$ cat src/rtl/rvvi_flow_ctrl.sv
// Flow-control scheduler for the hardware RVVI trace link: counts frames sent to the MAC,
// parses 9-word host acknowledgement frames and requests a core stall on backlog or host load.
module rvvi_flow_ctrl #(
  parameter logic [31:0] WINDOW      = 32'd8,
  parameter logic [31:0] LOAD_THRESH = 32'd1000,
  parameter logic [31:0] TIMEOUT     = 32'd100000
) (
  input  logic        clk,
  input  logic        reset,
  input  logic        Enable,
  input  logic        TxFrameDone,
  input  logic [31:0] RxTdata,
  input  logic        RxTvalid,
  input  logic        RxTlast,
  output logic        ExternalStall,
  output logic [31:0] Outstanding,
  output logic [31:0] HostLoad,
  output logic        AckTimeout,
  output logic [15:0] RejectCount
);

  typedef enum logic [1:0] {IDLE, RECV, DISCARD} rxState_t;

  rxState_t    rxState;
  logic [3:0]  beatIdx;
  logic [31:0] sentCount;
  logic [31:0] ackedCount;
  logic [31:0] ackN;
  logic [31:0] timeoutCnt;
  logic [31:0] newAcked;
  logic [31:0] ackDist;
  logic        evaluate;
  logic        accept;
  logic        reject;

  assign Outstanding   = sentCount - ackedCount;
  assign ExternalStall = Enable & ((Outstanding >= WINDOW) | (HostLoad > LOAD_THRESH));

  // An ack advances iff its distance behind SentCount is strictly smaller than the
  // current backlog; modular subtraction keeps this valid across counter wrap.
  always_comb begin
    newAcked = ackN + 32'd1;
    ackDist  = sentCount - newAcked;
    evaluate = (rxState == RECV) && RxTvalid && RxTlast && (beatIdx == 4'd8);
    accept   = evaluate && (ackDist < Outstanding);
    reject   = RxTvalid && RxTlast && !accept;
  end

  // beatIdx holds the index of the beat currently on the bus while in RECV.
  always_ff @(posedge clk) begin
    if (reset) begin
      rxState <= IDLE;
      beatIdx <= '0;
      ackN    <= '0;
    end else if (RxTvalid) begin
      case (rxState)
        IDLE: begin
          beatIdx <= 4'd1;
          if (!RxTlast) rxState <= RECV;
        end
        RECV: begin
          if (beatIdx == 4'd4) ackN <= RxTdata;
          if (RxTlast)              rxState <= IDLE;
          else if (beatIdx == 4'd8) rxState <= DISCARD;
          else                      beatIdx <= beatIdx + 4'd1;
        end
        DISCARD: begin
          if (RxTlast) rxState <= IDLE;
        end
        default: rxState <= IDLE;
      endcase
    end
  end

  always_ff @(posedge clk) begin
    if (reset) begin
      sentCount   <= '0;
      ackedCount  <= '0;
      HostLoad    <= '0;
      RejectCount <= '0;
      timeoutCnt  <= '0;
      AckTimeout  <= 1'b0;
    end else begin
      sentCount   <= sentCount + 32'(TxFrameDone);
      ackedCount  <= accept ? newAcked : ackedCount;
      HostLoad    <= accept ? RxTdata : HostLoad;
      RejectCount <= (reject && (RejectCount != '1)) ? RejectCount + 16'd1 : RejectCount;
      if (accept || (Outstanding == '0)) begin
        timeoutCnt <= '0;
      end else if (timeoutCnt != TIMEOUT) begin
        timeoutCnt <= timeoutCnt + 32'd1;
      end
      if (accept) begin
        AckTimeout <= 1'b0;
      end else if ((Outstanding != '0) && (timeoutCnt != TIMEOUT) &&
                   (timeoutCnt + 32'd1 == TIMEOUT)) begin
        AckTimeout <= 1'b1;
      end
    end
  end

endmodule

$ cat config.mk
export PLATFORM = sky130hd
export DESIGN_NAME = rvvi_flow_ctrl
export DESIGN_NICKNAME = d
export VERILOG_FILES = /design/src/rtl/rvvi_flow_ctrl.sv
export SDC_FILE = /design/constraint.sdc
export NUM_CORES = 1
export LEC_CHECK = 0
export CAP_MARGIN = 20
export CELL_PAD_IN_SITES_DETAIL_PLACEMENT = 0
export CELL_PAD_IN_SITES_GLOBAL_PLACEMENT = 1
export CORE_MARGIN = 3
export CORE_UTILIZATION = 25
export CTS_BUF_LIST = sky130_fd_sc_hd__clkbuf_16
export DETAILED_ROUTE_END_ITERATION = 8
export PLACE_DENSITY_LB_ADDON = 0.15
export SLEW_MARGIN = 10
export SYNTH_ARGS = -nofsm -noshare
export SYNTH_HDL_FRONTEND = slang
export SYNTH_SLANG_ARGS = --single-unit
$ cat constraint.sdc
create_clock -name clk -period 6.8 [get_ports clk]
set_input_delay 1.02 -clock clk [delete_from_list [all_inputs] [get_ports clk]]
set_output_delay 1.02 -clock clk [all_outputs]
set_load 0.05 [all_outputs]
==> summary.txt, run 1 <==
Synth
  – FF+latch count, synth: 183
  – Largest area contributor in the netlist: dfxtp_1
  – Syn. warnings: 0
  – Ys flop type: dfxtp_1
  – Async SR Flop Fraction: 0
  – Netlist Area Pre-Place: 0.0125 mm2
  – Yosys top cell area share: 0.294
  – Syn avg cell area: 7.89 um2
  – Synth Instances: 1578
  – Number of distinct library cells after synthesis: 79
  – Post-synth EDFFs: 0
  – Seq/Total Area, Yosys: 0.294
  – Syn nets: 1710
  – Largest cells by area after synthesis: dfxtp_1, ha_1, nor2_1

GRT
  – Total gr overflow: 0
  – Initial antenna violation count: 0
  – Pin count of the biggest net entering global routing: 75
  – Tot GR Track Use: 0.149
  – Number of global-route vias before repair: 10700
  – First-pass GRT wire length: 61400 um

Placement
  – Pre-CTS WS: 0.184 ns
  – Hpwl dp: 30500 um
  – Port bufs: 119
  – Placer Congestion: 0.793
  – Post-Place Cell Area: 0.0144 mm2
  – Cells after DPL: 2320

Die
  – Total Die Area: 0.0525 mm2
  – Top Ports: 120
  – Die Span Y: 229 um
  – Rows: 81
  – Core ar.: 0.0491 mm2
  – Die X: 229 um
  – Initial Util: 0.254

Timing
  – Slew margin rel.: 0.465
  – Hold_ws: 0.477 ns
  – Clock skew: 0.0209 ns
  – Max Freq: 155 MHz
  – PnR worst setup slack: 0.369 ns
  – Period utilization: 0.946
  – Final setup fails: 0
  – Final Critical Period: 6.43 ns
  – Final Hold Fails: 0
  – Final Max Tran Viols: 0
  – Setup_tns: 0 ns
  – Worst slew pin tran: 0.802 ns

Worst setup path
  – Max stage delay cell, worst path: or4_1
  – Critical Path Sink Type: output port
  – Crit path kind: reg -> out
  – Req. time, crit path: 5.78 ns
  – Crit path cell chain: inv_1 -> fa_1 -> nand2b_1 -> a21oi_2 -> o21ai_2 -> a21boi_2 -> o2111ai_1 -> a21o_1 -> o31ai_4 -> mux2_4 -> nand3_2 -> or4_1 -> nor4_2 -> nand4_1 -> o41a_1 -> dlygate4sd2_1
  – Critical Path Start Type: flop
  – Crit path DAT: 5.41 ns
  – CP Max Fanout: 5
  – Max incr delay on CP: 0.55 ns

Run
  – Max-Cap Viols: 0

Clocking
  – Root Buffer: clkbuf_16
  – Cts bufs inserted: 17
  – TritonCTS Sinks: 183
  – Deepest clock path buffer count: 2
  – TritonCTS clock tree: yes
  – Hold_buf cts: 0
  – Later-pin clock latency in the skew report: 0.49 ns
  – Clock slew at reported path FFs: 0.08 ns
  – H-tree lvl count: 4

Layout
  – Net count, final: 1810
  – Filler cells: 5357
  – End-of-flow core utilization: 0.309
  – Most common cell after layout, fill and taps aside: nor2_1
  – Non-Filler Instances: 2355
  – # diodes: 0
  – Share of cells above drive strength 1: 0.0568
  – Finished Cell Area: 0.0151 mm2
  – Most frequent cells in the layout: nor2_1, dfxtp_1, nand2_1
  – Sequential cell area: 0.00366 mm2
  – Layout Area Growth over Synthesis: 21.6%
  – Multi-input gate area: 0.00820 mm2

Route
  – Detailed Routing Iterations Pass 1: 5
  – Post-DRT Antenna Nets: 0
  – Iter 0 DRT Violations: 508
  – Routed WL per cell: 16.5 um
  – Via count: 11100
  – DR vias/cell: 4.70
  – WL final: 38900 um
  – DRC Markers: 0

Power and ir drop
  – Leak: 5.80 nW
  – Max VDD drop: 200 uV
  – P per Cell Area: 173 mW/mm2
  – Power, Total: 2.62 mW

Worst hold path
  – Worst Hold Class: reg -> reg

Status
  – Run status: complete, no violations
-- critical path, delay by kind of cell (launching register included) --
family	cells	cell delay (ns)
AOI/OAI and AO/OA	7	1.92
adders and majority gates	1	0.48
buffers and inverters	2	0.56
DFF	1	0.43
muxes	1	0.22
and+or+nand+nor	5	1.29
-- power by group --
part           switching (mW)  internal, mW  total, mW
combinational           0.257         0.178      0.435
sequential             0.0102          1.08       1.09
clock                   0.531         0.567       1.10
total                   0.798          1.82       2.62
-- cell usage after synthesis (4+ instances only) --
| cell | number |
|---|---|
| o21a_1 | 8 |
| mux2i_1 | 40 |
| nor4_1 | 18 |
| a21o_1 | 52 |
| a31oi_1 | 16 |
| o211ai_1 | 4 |
| nor3_1 | 28 |
| a21oi_1 | 94 |
| nand4_1 | 31 |
| nor2_1 | 206 |
| nor3b_1 | 7 |
| and4_1 | 6 |
| o21ai_0 | 46 |
| xor2_1 | 69 |
| o2111ai_1 | 4 |
| nand4b_1 | 5 |
| a211oi_1 | 36 |
| or3_1 | 15 |
| ha_1 | 92 |
| nand2_1 | 164 |
| and3_1 | 33 |
| inv_1 | 99 |
| nand2b_1 | 10 |
| clkbuf_1 | 56 |
| nor2b_1 | 15 |
| xnor2_1 | 86 |
| or2_2 | 5 |
| nand3_1 | 59 |
| dfxtp_1 | 183 |
-- state kept, by name (all words and copies together) (netlist names) --
name	cells
HostLoad	32
ackN	32
ackedCount	32
sentCount	32
timeoutCnt	32
RejectCount	16
beatIdx	4
rxState	2
AckTimeout	1
-- area by class of cell --
class | count | share of cell area
timing repair buffer | 145 | 0.0952
sequential | 183 | 0.242
tap | 664 | 0.0549
clock buffer | 17 | 0.0281
clock inverter | 15 | 0.0139
inverter | 99 | 0.0245
multi-input combinational | 1232 | 0.541
-- per-layer routing --
metal / wire length, um / share of wire / global-route usage
met1: 20200 / 0.52 / 0.212
met2: 16600 / 0.43 / 0.224
met3: 1380 / 0.035 / 0.0295
met4: 705 / 0.018 / 0.0478
met5: 0 / 0 / 0
-- what timing repair did --
action / 4_1_cts / 5_1_grt
gates resized for setup: 1 / 14
pin swaps: 0 / 8
setup buffers: 0 / 3
hold endpoints to repair: 0 / 0
endpoints found under the setup margin: 1 / 111
-- cell families (layout without fill, tap and decap cells) --
group / count (synthesis) / count (layout) / share of synthesized area
and+or+nand+nor: 627 / 627 / 0.243
AOI/OAI and AO/OA: 309 / 309 / 0.165
DFF: 183 / 183 / 0.294
buffers and inverters: 163 / 276 / 0.0512
xor gates and xnor gates: 159 / 159 / 0.116
adders and majority gates: 96 / 96 / 0.0974
muxes: 41 / 41 / 0.0334
-- worst paths after layout --
| check | from | end | slack [ns] | cells after the start |
|---|---|---|---|---|
| min reg2reg | ackN[31] | ackN[31] | 0.48 | 2 |
| max reg2reg | ackN[1] | RejectCount[8] | 0.52 | 34 |
| max | sentCount[1] | ExternalStall | 0.37 | 16 |
| min | ackN[31] | ackN[31] | 0.48 | 2 |
Power figures use the tool's default switching activity.
==> run 2: changes to the inputs <==
--- a/config.mk
+++ b/config.mk
@@ -6,8 +6,7 @@
 export NUM_CORES = 1
 export LEC_CHECK = 0
 export CAP_MARGIN = 20
-export CELL_PAD_IN_SITES_DETAIL_PLACEMENT = 0
-export CELL_PAD_IN_SITES_GLOBAL_PLACEMENT = 1
+export CORE_ASPECT_RATIO = 1.1
 export CORE_MARGIN = 3
 export CORE_UTILIZATION = 25
 export CTS_BUF_LIST = sky130_fd_sc_hd__clkbuf_16
==> run 2 against run 1 <==
Combinational power about the same. Worst setup slack improved by 0.16 ns. Global-route usage shrank 0.68 points. Largest cell class unchanged. Via count shrank 0.98%. First-iteration DRC count is 4.7% higher. Critical path depth rose by 16. Sequential cell count did not move. Register-to-register slack barely moved.
==> summary.txt, run 2 (synthesis gave the netlist of run 1 again) <==
Worst setup path
  – Critical Path Sink Type: flop
  – Critical Path Start Type: flop
  – Crit path DAT: 6.62 ns
  – Reg2reg end: HostLoad[25]
  – End of the critical path: HostLoad[25]
  – Req. time, crit path: 7.14 ns
  – CP Max Fanout: 32
  – Flop2flop setup slack: 0.52 ns
  – Most common cell type on the critical path: a21oi_1
  – Crit path launch: ackN[1]
  – Max stage delay cell, worst path: dfxtp_1
  – R2R cell count: 32
  – Max incr delay on CP: 0.38 ns
  – R2R Path Start: ackN[1]
  – Crit path kind: reg -> reg

Clocking
  – TritonCTS clock tree: yes
  – Later-pin clock latency in the skew report: 0.48 ns
  – H-tree lvl count: 4
  – TritonCTS Sinks: 183
  – Root Buffer: clkbuf_16
  – Cts bufs inserted: 17
  – Clock slew at reported path FFs: 0.07 ns
  – Deepest clock path buffer count: 2

Layout
  – Net count, final: 1809
  – Most common cell after layout, fill and taps aside: nor2_1
  – # diodes: 0
  – Finished Cell Area: 0.0151 mm2
  – Sequential cell area: 0.00366 mm2
  – Filler cells: 5314
  – Share of cells above drive strength 1: 0.0556
  – Multi-input gate area: 0.00821 mm2
  – Most frequent cells in the layout: nor2_1, dfxtp_1, nand2_1
  – Layout Area Growth over Synthesis: 21.2%

Placement
  – Post-Place Cell Area: 0.0144 mm2
  – Placer Congestion: 0.798
  – Port bufs: 119
  – Hpwl dp: 28900 um

GRT
  – Initial antenna violation count: 0
  – Number of global-route vias before repair: 10600
  – First-pass GRT wire length: 58400 um
  – Total gr overflow: 0
  – Pin count of the biggest net entering global routing: 64
  – Tot GR Track Use: 0.142

Route
  – WL final: 36600 um
  – Met1 WL: 18400 um
  – Met3 wire length: 1350 um
  – Top layer reached by signal wires: met4
  – Iter 0 DRT Violations: 532
  – Post-DRT Antenna Nets: 0
  – DRC Markers: 0
  – Met2 wire len: 16200 um
  – Via count: 11000
  – Routed WL per cell: 15.6 um
  – Detailed Routing Iterations Pass 1: 5
  – DR vias/cell: 4.68

Worst hold path
  – Worst Hold Class: reg -> reg

Die
  – Die Span Y: 240 um
  – Initial Util: 0.253
  – Top Ports: 120
  – Die X: 219 um
  – Core ar.: 0.0491 mm2
  – Rows: 85
  – Total Die Area: 0.0525 mm2

Timing
  – RSZ-0062 raised after global routing: no
  – Slew margin rel.: 0.555
  – Worst slew pin tran: 0.667 ns
  – Setup_tns: 0 ns
  – Clock skew: 0.0184 ns
  – Max Freq: 159 MHz
  – Final Max Tran Viols: 0
  – Final Critical Period: 6.28 ns
  – Period utilization: 0.923
  – Final setup fails: 0
  – Final Hold Fails: 0

Status
  – Run status: complete, no violations

Power and ir drop
  – Max VDD drop: 156 uV
  – P per Cell Area: 168 mW/mm2
  – Leak: 5.78 nW
  – Power, Total: 2.54 mW

Run
  – Max-Cap Viols: 0
## run 2: changes by cell type in the layout (fill, tap and decap cells not counted), sizes merged
cell and delta:
clkinvlp -1, dlygate4sd2 -1, clkinv +3, inv -2, clkbuf +1, buf -2
dlymetal6s2s +1
## run 2: power by group
group / internal [mW] / switching, mW / leakage (nW) / total (mW)
clock network: 0.542 / 0.473 / 0.286 / 1.01
registers: 1.08 / 0.00959 / 1.47 / 1.09
logic: 0.179 / 0.259 / 4.02 / 0.438
## run 2: worst min path at each step
stage / startpoint / endpoint / slack (ns) / depth (start not counted)
3_3_place_gp: ackN[31] / ackN[31] / 0.46 / 2
2_1_floorplan: rxState[1] / rxState[1] / 0.45 / 2
3_5_place_dp: ackN[31] / ackN[31] / 0.47 / 2
4_1_cts: ackN[31] / ackN[31] / 0.48 / 2
5_1_grt: ackN[31] / ackN[31] / 0.50 / 2
6_report: ackN[31] / ackN[31] / 0.47 / 2
## run 2: metal layers
| layer | global-route usage | vias up |
|---|---|---|
| li1 | - | 5725 |
| met1 | 0.193 | 5022 |
| met2 | 0.223 | 185 |
| met3 | 0.0332 | 39 |
| met4 | 0.0418 | 0 |
| met5 | 0 | - |
## run 2: cell type report
class / instances / area share
inverters: 99 / 0.0246
flip-flops and latches: 183 / 0.243
clock buffers: 17 / 0.0282
well taps: 652 / 0.0541
multi-input cells: 1232 / 0.544
repair buffers: 144 / 0.0966
clock inverters: 15 / 0.00979
## run 2: worst max-delay path: cells and delay by family, from the launching register on
kind	cells	cell delay [ns]
xor+xnor	2	0.32
flops	1	0.38
simple gates	6	0.61
fa+ha+maj	4	1.02
compound gates	16	2.98
buf+inv	3	0.63
mux	1	0.20
## run 2: repair_timing
action	CTS	global route
hold buffers	0	0
setup buffers	0	3
gates resized for setup	0	21
setup endpoints to repair	0	113
## run 2: stage by stage
step | hold slack [ns] | utilization | setup WS, ns | std cells
2_1_floorplan | 0.448 | - | 0.705 | 1578
3_3_place_gp | 0.461 | 0.292 | 0.330 | 2304
3_5_place_dp | 0.467 | 0.293 | 0.180 | 2305
4_1_cts | 0.476 | 0.304 | 0.138 | 2337
5_1_grt | 0.502 | 0.307 | 0.0116 | 2342
6_report | 0.472 | 0.307 | 0.524 | 2342
